[config.mk]
export PLATFORM = sky130hd
export DESIGN_NAME = memory_arbiter
export DESIGN_NICKNAME = d
export VERILOG_FILES = /design/src/rtl/memory_arbiter_pkg.sv /design/src/rtl/memory_arbiter_timer.sv /design/src/rtl/memory_arbiter.sv
export SDC_FILE = /design/constraint.sdc
export NUM_CORES = 1
export LEC_CHECK = 0
export BUFFER_PORTS_ARGS = -buffer_cell sky130_fd_sc_hd__buf_4
export CAP_MARGIN = 40
export CORE_MARGIN = 2
export CORE_UTILIZATION = 49
export DETAILED_ROUTE_END_ITERATION = 16
export GPL_TIMING_DRIVEN = 0
export PLACE_DENSITY = 0.82
export SYNTH_ARGS = -nofsm -noshare
export SYNTH_HDL_FRONTEND = slang
export SYNTH_SLANG_ARGS = --single-unit
[constraint.sdc]
create_clock -name clock -period 1.9 [get_ports clock]
set_input_delay 0.095 -clock clock [delete_from_list [all_inputs] [get_ports clock]]
set_output_delay 0.095 -clock clock [all_outputs]
set_load 0.05 [all_outputs]
[src/rtl/memory_arbiter_pkg.sv]
// memory_arbiter_pkg: state/owner encodings shared by the memory arbiter.
// Optional fairness is enabled with MEMORY_ARBITER_FAIRNESS_EN.
package memory_arbiter_pkg;

  typedef enum logic [1:0] {
    ARB_IDLE  = 2'd0,
    ARB_ISSUE = 2'd1,
    ARB_WAIT  = 2'd2
  } arb_state_t;

  typedef enum logic {
    ARB_OWN_I = 1'b0,
    ARB_OWN_D = 1'b1
  } arb_own_t;

  // Bits needed to hold the values 0..n-1.
  function automatic int unsigned cnt_w(input int unsigned n);
    return (n < 2) ? 1 : $clog2(n);
  endfunction

endpackage

[src/rtl/memory_arbiter_timer.sv]
// memory_arbiter_timer: clear/enable counter that flags its final count.
// Holds at TIMEOUT_CYC-1 until cleared.
module memory_arbiter_timer
  import memory_arbiter_pkg::*;
#(
  parameter int TIMEOUT_CYC = 64
) (
  input  logic clock,
  input  logic reset_n,
  input  logic clear,
  input  logic enable,
  output logic expire
);

  localparam int unsigned CW = cnt_w(TIMEOUT_CYC);
  localparam logic [CW-1:0] LAST = CW'(TIMEOUT_CYC - 1);

  logic [CW-1:0] count;

  assign expire = enable && (count == LAST);

  always_ff @(posedge clock or negedge reset_n) begin
    if (!reset_n) begin
      count <= '0;
    end else if (clear) begin
      count <= '0;
    end else if (enable && !expire) begin
      count <= count + CW'(1);
    end
  end

endmodule

[src/rtl/memory_arbiter.sv]
// memory_arbiter: serialises l1i reads and l1d reads/writes onto one port.
// Define MEMORY_ARBITER_FAIRNESS_EN to bound d-side streaks while i waits.
module memory_arbiter
  import memory_arbiter_pkg::*;
#(
  parameter int ADDR_W       = 32,
  parameter int DATA_W       = 32,
  parameter int TIMEOUT_CYC  = 64,
  parameter int MAX_D_STREAK = 4
) (
  input  logic              clock,
  input  logic              reset_n,
  input  logic              i_req,
  input  logic [ADDR_W-1:0] i_address,
  output logic              i_done,
  output logic [DATA_W-1:0] i_rdata,
  output logic              i_stall,
  input  logic              d_req,
  input  logic              d_write,
  input  logic [ADDR_W-1:0] d_address,
  input  logic [DATA_W-1:0] d_wdata,
  output logic              d_done,
  output logic [DATA_W-1:0] d_rdata,
  output logic              d_stall,
  output logic              m_req,
  output logic              m_write,
  output logic [ADDR_W-1:0] m_address,
  output logic [DATA_W-1:0] m_wdata,
  input  logic              m_accept,
  input  logic              m_valid,
  input  logic [DATA_W-1:0] m_rdata,
  output logic              err
);

  if (TIMEOUT_CYC < 2 || MAX_D_STREAK < 1) begin : g_bad_cfg
    $error("memory_arbiter: bad parameters");
  end

  arb_state_t  state;
  arb_state_t  state_nx;
  arb_own_t    owner;
  logic        force_i;
  logic        grant_i;
  logic        grant_d;
  logic        wr_fin;
  logic        rd_fin;
  logic        fin;
  logic        timed_out;
  logic        expire;
  logic [DATA_W-1:0] rd_data;

  assign i_stall = i_req && !i_done;
  assign d_stall = d_req && !d_done;
  assign m_req   = (state == ARB_ISSUE);

`ifdef MEMORY_ARBITER_FAIRNESS_EN
  localparam int unsigned SW = cnt_w(MAX_D_STREAK + 1);
  localparam logic [SW-1:0] STREAK_MAX = SW'(MAX_D_STREAK);

  logic [SW-1:0] streak;

  assign force_i = i_req && (streak == STREAK_MAX);

  always_ff @(posedge clock or negedge reset_n) begin
    if (!reset_n) begin
      streak <= '0;
    end else if (grant_i) begin
      streak <= '0;
    end else if (grant_d && i_req && streak != STREAK_MAX) begin
      streak <= streak + SW'(1);
    end
  end
`else
  assign force_i = 1'b0;
`endif

  memory_arbiter_timer #(
    .TIMEOUT_CYC(TIMEOUT_CYC)
  ) u_timer (
    .clock  (clock),
    .reset_n(reset_n),
    .clear  (state == ARB_ISSUE),
    .enable (state == ARB_WAIT),
    .expire (expire)
  );

  always_ff @(posedge clock or negedge reset_n) begin
    if (!reset_n) begin
      state <= ARB_IDLE;
    end else begin
      state <= state_nx;
    end
  end

  always_comb begin
    state_nx = state;
    unique case (state)
      ARB_IDLE: begin
        if (grant_i || grant_d) state_nx = ARB_ISSUE;
      end
      ARB_ISSUE: begin
        if (m_accept) state_nx = m_write ? ARB_IDLE : ARB_WAIT;
      end
      ARB_WAIT: begin
        if (m_valid || expire) state_nx = ARB_IDLE;
      end
      default: state_nx = ARB_IDLE;
    endcase
  end

  // A done cycle never grants, giving the one-cycle gap between transactions.
  always_comb begin
    grant_d   = 1'b0;
    grant_i   = 1'b0;
    wr_fin    = 1'b0;
    rd_fin    = 1'b0;
    timed_out = 1'b0;
    rd_data   = '0;
    if (state == ARB_IDLE && !i_done && !d_done) begin
      grant_d = d_req && !force_i;
      grant_i = i_req && !grant_d;
    end
    wr_fin    = (state == ARB_ISSUE) && m_accept && m_write;
    rd_fin    = (state == ARB_WAIT) && (m_valid || expire);
    timed_out = (state == ARB_WAIT) && !m_valid && expire;
    if (m_valid) rd_data = m_rdata;
  end

  assign fin = wr_fin || rd_fin;

  always_ff @(posedge clock or negedge reset_n) begin
    if (!reset_n) begin
      owner     <= ARB_OWN_I;
      m_write   <= 1'b0;
      m_address <= '0;
      m_wdata   <= '0;
      i_done    <= 1'b0;
      d_done    <= 1'b0;
      i_rdata   <= '0;
      d_rdata   <= '0;
      err       <= 1'b0;
    end else begin
      i_done <= fin && (owner == ARB_OWN_I);
      d_done <= fin && (owner == ARB_OWN_D);
      if (timed_out) err <= 1'b1;
      if (grant_d) begin
        owner     <= ARB_OWN_D;
        m_write   <= d_write;
        m_address <= d_address;
        m_wdata   <= d_wdata;
      end else if (grant_i) begin
        owner     <= ARB_OWN_I;
        m_write   <= 1'b0;
        m_address <= i_address;
        m_wdata   <= '0;
      end
      if (rd_fin && owner == ARB_OWN_I) i_rdata <= rd_data;
      if (rd_fin && owner == ARB_OWN_D) d_rdata <= rd_data;
    end
  end

endmodule

==> results of run 1 <==
## cells in the mapped netlist, types with 2 or more instances
cell type / count / share of area (%)
o211ai_1: 3 / 0.34
o21ai_0: 65 / 4.8
nand4_1: 2 / 0.19
dfrtp_1: 141 / 53
a21oi_1: 2 / 0.15
buf_8: 3 / 0.67
buf_12: 4 / 1.2
nor2b_1: 5 / 0.47
nand2b_1: 2 / 0.19
and2_1: 34 / 3.2
mux2i_1: 65 / 9.7
nor2_1: 2 / 0.11
nand3_1: 68 / 5.1
o21ai_1: 3 / 0.22
o21bai_1: 2 / 0.22
clkbuf_1: 14 / 0.78
or4_1: 3 / 0.34
a22o_1: 33 / 4.3
a32oi_1: 32 / 4.2
buf_2: 14 / 1.0
nand2_1: 37 / 2.1
buf_4: 7 / 0.78
and2b_1: 2 / 0.22
inv_1: 67 / 3.7
buf_6: 6 / 1.0
## stage by stage
step           instances  setup slack, ps
2_1_floorplan        634              259
3_3_place_gp        1078             92.0
3_5_place_dp        1079              135
4_1_cts             1211             71.5
5_1_grt             1212             11.2
6_report            1212              150
## sequential cells by signal, indices dropped and copies added (netlist names)
| signal | flops |
|---|---|
| err | 1 |
| i_done | 1 |
| m_address | 32 |
| state | 2 |
| m_write | 1 |
| u_timer.count | 6 |
| d_done | 1 |
| i_rdata | 32 |
| d_rdata | 32 |
| owner | 1 |
| m_wdata | 32 |
## cell type report
| type | instances | area (sq um) |
|---|---|---|
| Timing Repair Buffer | 369 | 3040 |
| Fill cell | 738 | 2660 |
| Tap cell | 176 | 220 |
| Inverter | 67 | 251 |
| Multi-Input combinational cell | 378 | 2560 |
| Sequential cell | 141 | 3530 |
| Clock buffer | 22 | 474 |
| Buffer | 48 | 373 |
| Antenna cell | 1 | 2.50 |
| Clock inverter | 10 | 185 |
## power by group
part	switching, W	total, W	internal [W]	leakage, nW
registers	0.000883	0.00486	0.00398	1.54
clock network	0.00126	0.00370	0.00244	0.320
logic	0.00607	0.00925	0.00317	3.39
## layer usage
metal / track usage, % / wire length [um]
met5: 0 / 0
met4: 16.1 / 1020
met3: 10.4 / 2240
met2: 52.9 / 11200
met1: 38.9 / 8960
## worst max path at each step
stage / from / end / slack [ps]
after CTS: state[0] / m_req / 70
after detailed placement: u_timer.count[0] / state[1] / 130
after floorplan: i_done / m_address[10] / 260
after global routing: u_timer.count[1] / i_rdata[3] / 10
after global placement: reset_n / m_wdata[17] / 90
final: u_timer.count[0] / i_rdata[3] / 150
## kinds of logic (layout without fill, tap and decap cells)
logic type / after synthesis / count (layout) / synth area share [%]
buffers and inverters: 115 / 516 / 9.23
DFF: 141 / 141 / 52.6
and+or+nand+nor: 163 / 163 / 13.0
other: 0 / 1 / 0
AOI/OAI and AO/OA: 149 / 149 / 15.3
adders and majority gates: 1 / 1 / 0.187
muxes: 65 / 65 / 9.70
## worst max-delay path, stage by stage, from the launching register on
cell      delay, ps
dfrtp_1         410
ha_1            250
nand2_1         150
o21bai_1        190
buf_2           250
buf_2           240
o21ai_0         120
## repair_timing
action / CTS / global route
gates resized for setup: 0 / 5
endpoints found under the hold margin: 136 / 0
hold buffers: 100 / 0
endpoints found under the setup margin: 0 / 8
==> impl.org, run 1 <==
** Run status
- Result of the run :: completed

** Hold path
- The startpoint identified for the worst hold timing path is m_rdata[22].
- Terminating pin of the worst hold path :: d_rdata[22]
- Hold Crit Depth :: 4
- Worst Hold Class :: primary input to flop

** Setup path
- Crit. End Element :: flop
- Setup CP Type :: flop to flop
- In this run the register-to-register setup slack is 150 ps.
- Data required time of the worst path :: 2190 ps
- Register-to-Register Path Depth :: 6
- CP startpoint kind :: flop
- Worst reg2reg startpoint :: u_timer.count[0]
- The endpoint identified for the worst register-to-register timing path is i_rdata[3].
- Of all nets on the critical path, the largest fanout is 10.
- Data arrives at the worst endpoint at 2040 ps.

** Routing
- The final route contains 6777 vias.
- After detailed routing, the number of vias per cell comes to 5.59.
- For this block, the routed nets add up to 23400 um of wire.
- Starting DRT DRC Count :: 475
- DRC violations left :: 0
- In the final routed layout, each cell accounts on average for 19.3 um.
- The first detailed-routing pass took 6 iterations.
- The detail route stage leaves a number of antenna-violating nets equal to 0.

** Timing
- In the finished design, the share of the clock period the worst path needs comes to 92.1%.
- Fin Setup TNS :: 0 ps
- Setup violations remaining at the end of the flow were counted as 0.
- RSZ-0062 raised after global routing :: no
- The number of pins with negative max-slew slack in the final report is 0.
- Final-layout worst hold slack :: 42.4 ps
- Post-layout min period :: 1750 ps
- Worst clock skew :: 7.56 ps
- The number of hold violations in the final report was 0.
- Worst slew pin tran :: 648 ps
- Based on the critical path, the design can be clocked at up to 571 MHz.
- Max transition margin :: 56.8%

** Floorplanning
- The initial utilization of the core area, before any placement, comes to 50.5%.
- Placeable Area :: 0.0133 sq mm
- Floorplan die area :: 0.0146 sq mm
- The floorplan has 42 rows.
- The die is 121 um wide.
- Number of I/O pins :: 270
- Die Span Y :: 121 um

** Logic synthesis
- Number of standard cells after synthesis :: 634
- Proportion of synthesized chip area in sequential cells :: 52.6%
- Combined area of all synthesized cells :: 0.00671 sq mm
- Nets in the synthesized netlist :: 770
- Syn avg cell area :: 10.6 sq um
- Flop and latch count out of synthesis :: 141
- Fraction of synthesis flops using an asynchronous set or reset pin :: 100%
- The Yosys step of the flow raised 0 warnings.
- Among all flip-flop cells after synthesis, the most frequent one is dfrtp_1.
- Post-synth EDFFs :: 0
- Count of cell types in the netlist :: 43

** Cells and area
- For this run, the share of the core covered by cells in the final layout is 80.0%.
- NumNets Final :: 1158
- Commonest cells after routing, fill and taps aside :: buf_4, dfrtp_1, dlygate4sd3_1
- From synthesis to final layout, the design area changed by 58.6%.
- Of the cells placed in the final design, the portion with a size suffix greater than 1 is 32.9%.
- Leaving out fill and tap cells, the most frequent cell in the layout is buf_4.
- With fillers left out, the area of the finished cells amounts to 0.0106 sq mm.

** Place
- The wire-length estimate of the detail-placed layout is 13800 um.
- Cell Area, Placed :: 0.00897 sq mm
- Routability-driven placement finished with a final weighted congestion of 0.805.
- Quantity of I/O buffers inserted on ports :: 268

** CTS
- After clock tree synthesis, the clock-pin slew on the worst setup and hold paths is 60 ps.
- In this run the clock root is driven by a clkbuf_16.
- Maximum number of buffers from clock root to sink :: 2
- Cts bufs inserted :: 17
- Source-to-sink clock delay at the later pin of the worst-skew pair :: 420 ps
- TritonCTS built the clock tree.
- H-tree depth reported by CTS :: 4
- The number of setup buffers added after CTS is 0.
- # clock sinks :: 141

** Global routing
- Global routing usage summed across all routing layers :: 32.5%
- Gr ovfl total :: 0
- Antenna violations before repair :: 1
- Entering global routing, the biggest net connects 74 pins.
- The first global-routing pass estimated 36900 um of wire.
- Vias in the first global route :: 6833

** Run
- Max-Cap Viols :: 0

** Power
- Power Density :: 1670 mW/mm^2
- IR analysis of the VDD net gives a maximum drop of 0.847 mV.
- Post-route total power :: 0.0178 W
- Lkg Pwr :: 5.25 nW
(Power assumes the default switching activity.)
==> inputs of run 2 (changes only) <==
CORE_ASPECT_RATIO = 0.5   (was default)
TNS_END_PERCENT = 10   (was default)
==> impl.org, run 2 (synthesis gave the netlist of run 1 again) <==
** Place
- The placed instance count was 1079 (unchanged).
- The sum of net half-perimeters after detailed placement is 13700 um (-1.3%).
- GPL Wtd Cong :: 0.890 (+10%)
- Cell Area, Placed :: 0.00897 sq mm (unchanged)
- The quantity of I/O buffers inserted on ports was 268 (unchanged).
- The minimum setup slack after placement came to 88.1 ps (-46.6 ps).

** Power
- Sequential Power Share :: 27.7% (+0.4 points)
- Switching share of power :: 46.7% (+0.51 points)
- Lkg Pwr :: 5.22 nW (-0.64%)
- The power density relative to cell area came to 1640 mW/mm^2 (-2.2%).
- The peak supply drop was 0.843 mV (-0.53%).
- The combinational power share was 52.4% (+0.5 points).
- The switching power was 0.00809 W (-1.6%).
- Clock Power Share :: 19.9% (-0.9 points)
- The design internal power is 0.00925 W (-3.6%).

** CTS
- The clock transition at the register clock pins on the worst setup and hold paths after CTS is 60 ps (about the same).
- Source-to-sink clock delay at the later pin of the worst-skew pair :: 410 ps (about the same)
- Clock tree from TritonCTS :: yes
- The count of clock tree sinks came to 141 (unchanged).
- The level count of the clock H-tree was 4 (unchanged).
- The number of CTS-inserted buffers came to 17 (unchanged).
- The root buffer cell chosen for the clock tree is clkbuf_16.
- The clock tree buffer depth was 2 (unchanged).

** Cells and area
- The number of cells in the finished layout apart from fillers was 1211 (-0.083%).
- Commonest cells after routing, fill and taps aside :: buf_4, dfrtp_1, dlygate4sd3_1
- The share of layout cells above drive strength 1 is 33.0% (+0.13 points).
- Relative area change from synthesis to final layout :: 57.9%
- Post-route cell area :: 0.0106 sq mm (-0.45%)
- The number of nets in the finished design came to 1157 (-0.086%).
- Most common cell after layout, fill and taps aside :: buf_4

** Run status
- Result of the run :: completed

** Hold path
- The tightest min-delay check is of the primary input to flop type.
- The startpoint identified for the worst hold timing path is i_req.

** Global routing
- The overall overflow remaining after global route was 0 (unchanged).
- Vias in the first global route :: 6766 (-0.98%)
- Antenna violations before repair :: 1 (unchanged)
- The global-route usage over all layers is 29.6% (-3.0 points).
- Maximum number of pins on one net before global-route repair :: 95 (+28%)
- The first-pass GRT wire length was 34200 um (-7.2%).

** Floorplanning
- The cell row count came to 30 (-29%).
- The die span in y was 86.7 um (-28%).
- Placeable Area :: 0.0135 sq mm (+1.4%)
- The starting density of the core was 49.8% (-0.67 points).
- The die area was 0.0147 sq mm (+0.39%).
- The floorplan die width is 169 um (+40%).
- The number of placed I/O pins came to 270 (unchanged).

** Routing
- The number of detailed-routing iterations run before antenna repair came to 6 (unchanged).
- DRC violations left :: 0 (unchanged)
- The detail-routed via count per cell is 5.46 (-2.4%).
- The met1 layer wirelength in the final routing came to 8770 um (-2.2%).
- Routed wl met3 :: 1430 um (-36%)
- The highest layer touched by signal routing is met4.
- Final WL :: 22000 um (-6.1%)
- Count of nets left with antenna violations after detail routing :: 0 (unchanged)
- The wire length on met2 is 11000 um (-2.2%).
- The routed via count came to 6610 (-2.5%).
- Starting DRT DRC Count :: 543 (+14%)
- Wire per inst :: 18.1 um (-6.0%)

** Timing
- Worst clock skew :: 11.9 ps (+4.32 ps)
- The number of pins with negative max-slew slack in the final report is 0 (unchanged).
- Max transition margin :: 67.0% (+10 points)
- Post-layout min period :: 1770 ps (+19.0 ps)
- Final setup violation count :: 0 (unchanged)
- The least setup slack across all paths after layout is 131 ps (-19.0 ps).
- Worst slew pin tran :: 495 ps (-153 ps)
- RSZ-0062 raised after global routing :: no
- Number of endpoints with negative hold slack in the final report :: 0 (unchanged)
- The minimum hold slack came to 45.3 ps (+2.90 ps).
- The setup TNS came to 0 ps (unchanged).
- Maximum clock rate :: 565 MHz (-1.1%)
- Period Utilization, post-route :: 93.1% (+1.0 points)

** Setup path
- In this run the worst setup path begins at state[0].
- The endpoint required time on the critical path came to 2170 ps (-20 ps).
- Crit. End Element :: flop
- Setup CP Type :: flop to flop
- The startpoint identified for the worst register-to-register timing path is state[0].
- Worst Path Max Fanout :: 10 (unchanged)
- The endpoint arrival time on the critical path was 2040 ps (about the same).
- CP startpoint kind :: flop

** Run
- Max-Cap Viols :: 0 (unchanged)
## run 2: through the flow
stage	utilization [%]	power (W)
after floorplan	-	0.0108
after global placement	66.3	0.0133
after detailed placement	66.6	0.0135
after CTS	78.4	0.0172
after global routing	78.6	0.0181
final	78.6	0.0173
## run 2: what timing repair did
item,CTS,global route
hold buffers,98,1
resized for setup,0,5
endpoints found under the setup margin,0,54
hold endpoints to repair,114,1
buffers inserted,0,0
## run 2: power groups by stage
stage | sequential [W] | combinational, W | clock, W
finish | 0.00480 | 0.00909 | 0.00345
global route | 0.00490 | 0.00952 | 0.00365
CTS | 0.00473 | 0.00895 | 0.00349
detailed placement | 0.00476 | 0.00876 | 0
global placement | 0.00472 | 0.00861 | 0
floorplan | 0.00783 | 0.00300 | 0
## run 2: critical path, cell delays in order, from the launching register on
cell and delay, ps:
dfrtp_1 460, nor3b_1 320, buf_2 240, buf_4 240
mux2i_1 240, o21ai_0 130
## run 2: layer usage
metal  up-vias  track usage (%)
met4         0             14.8
met3        80             6.12
met5         -                0
met2       339             51.7
met1      3173             35.4
li1       3018                -
## run 2: final timing paths
kind	to	slack, ps	cells after the start
max in group asynchronous	m_wdata[26]	900	3
min	owner	50	3
min reg2reg	err	490	1
max reg2reg	i_rdata[25]	130	5
min in group asynchronous	d_rdata[10]	190	2
max	i_rdata[25]	130	5
## run 2: layout make-up
cell class	instances	area [sq um]
diodes	1	2.50
plain buffers	48	374
clock buffers	18	429
clock inverters	14	188
fillers	807	2880
inverters	67	251
multi-input cells	378	2560
flip-flops and latches	141	3530
well taps	176	220
repair buffers	368	3030
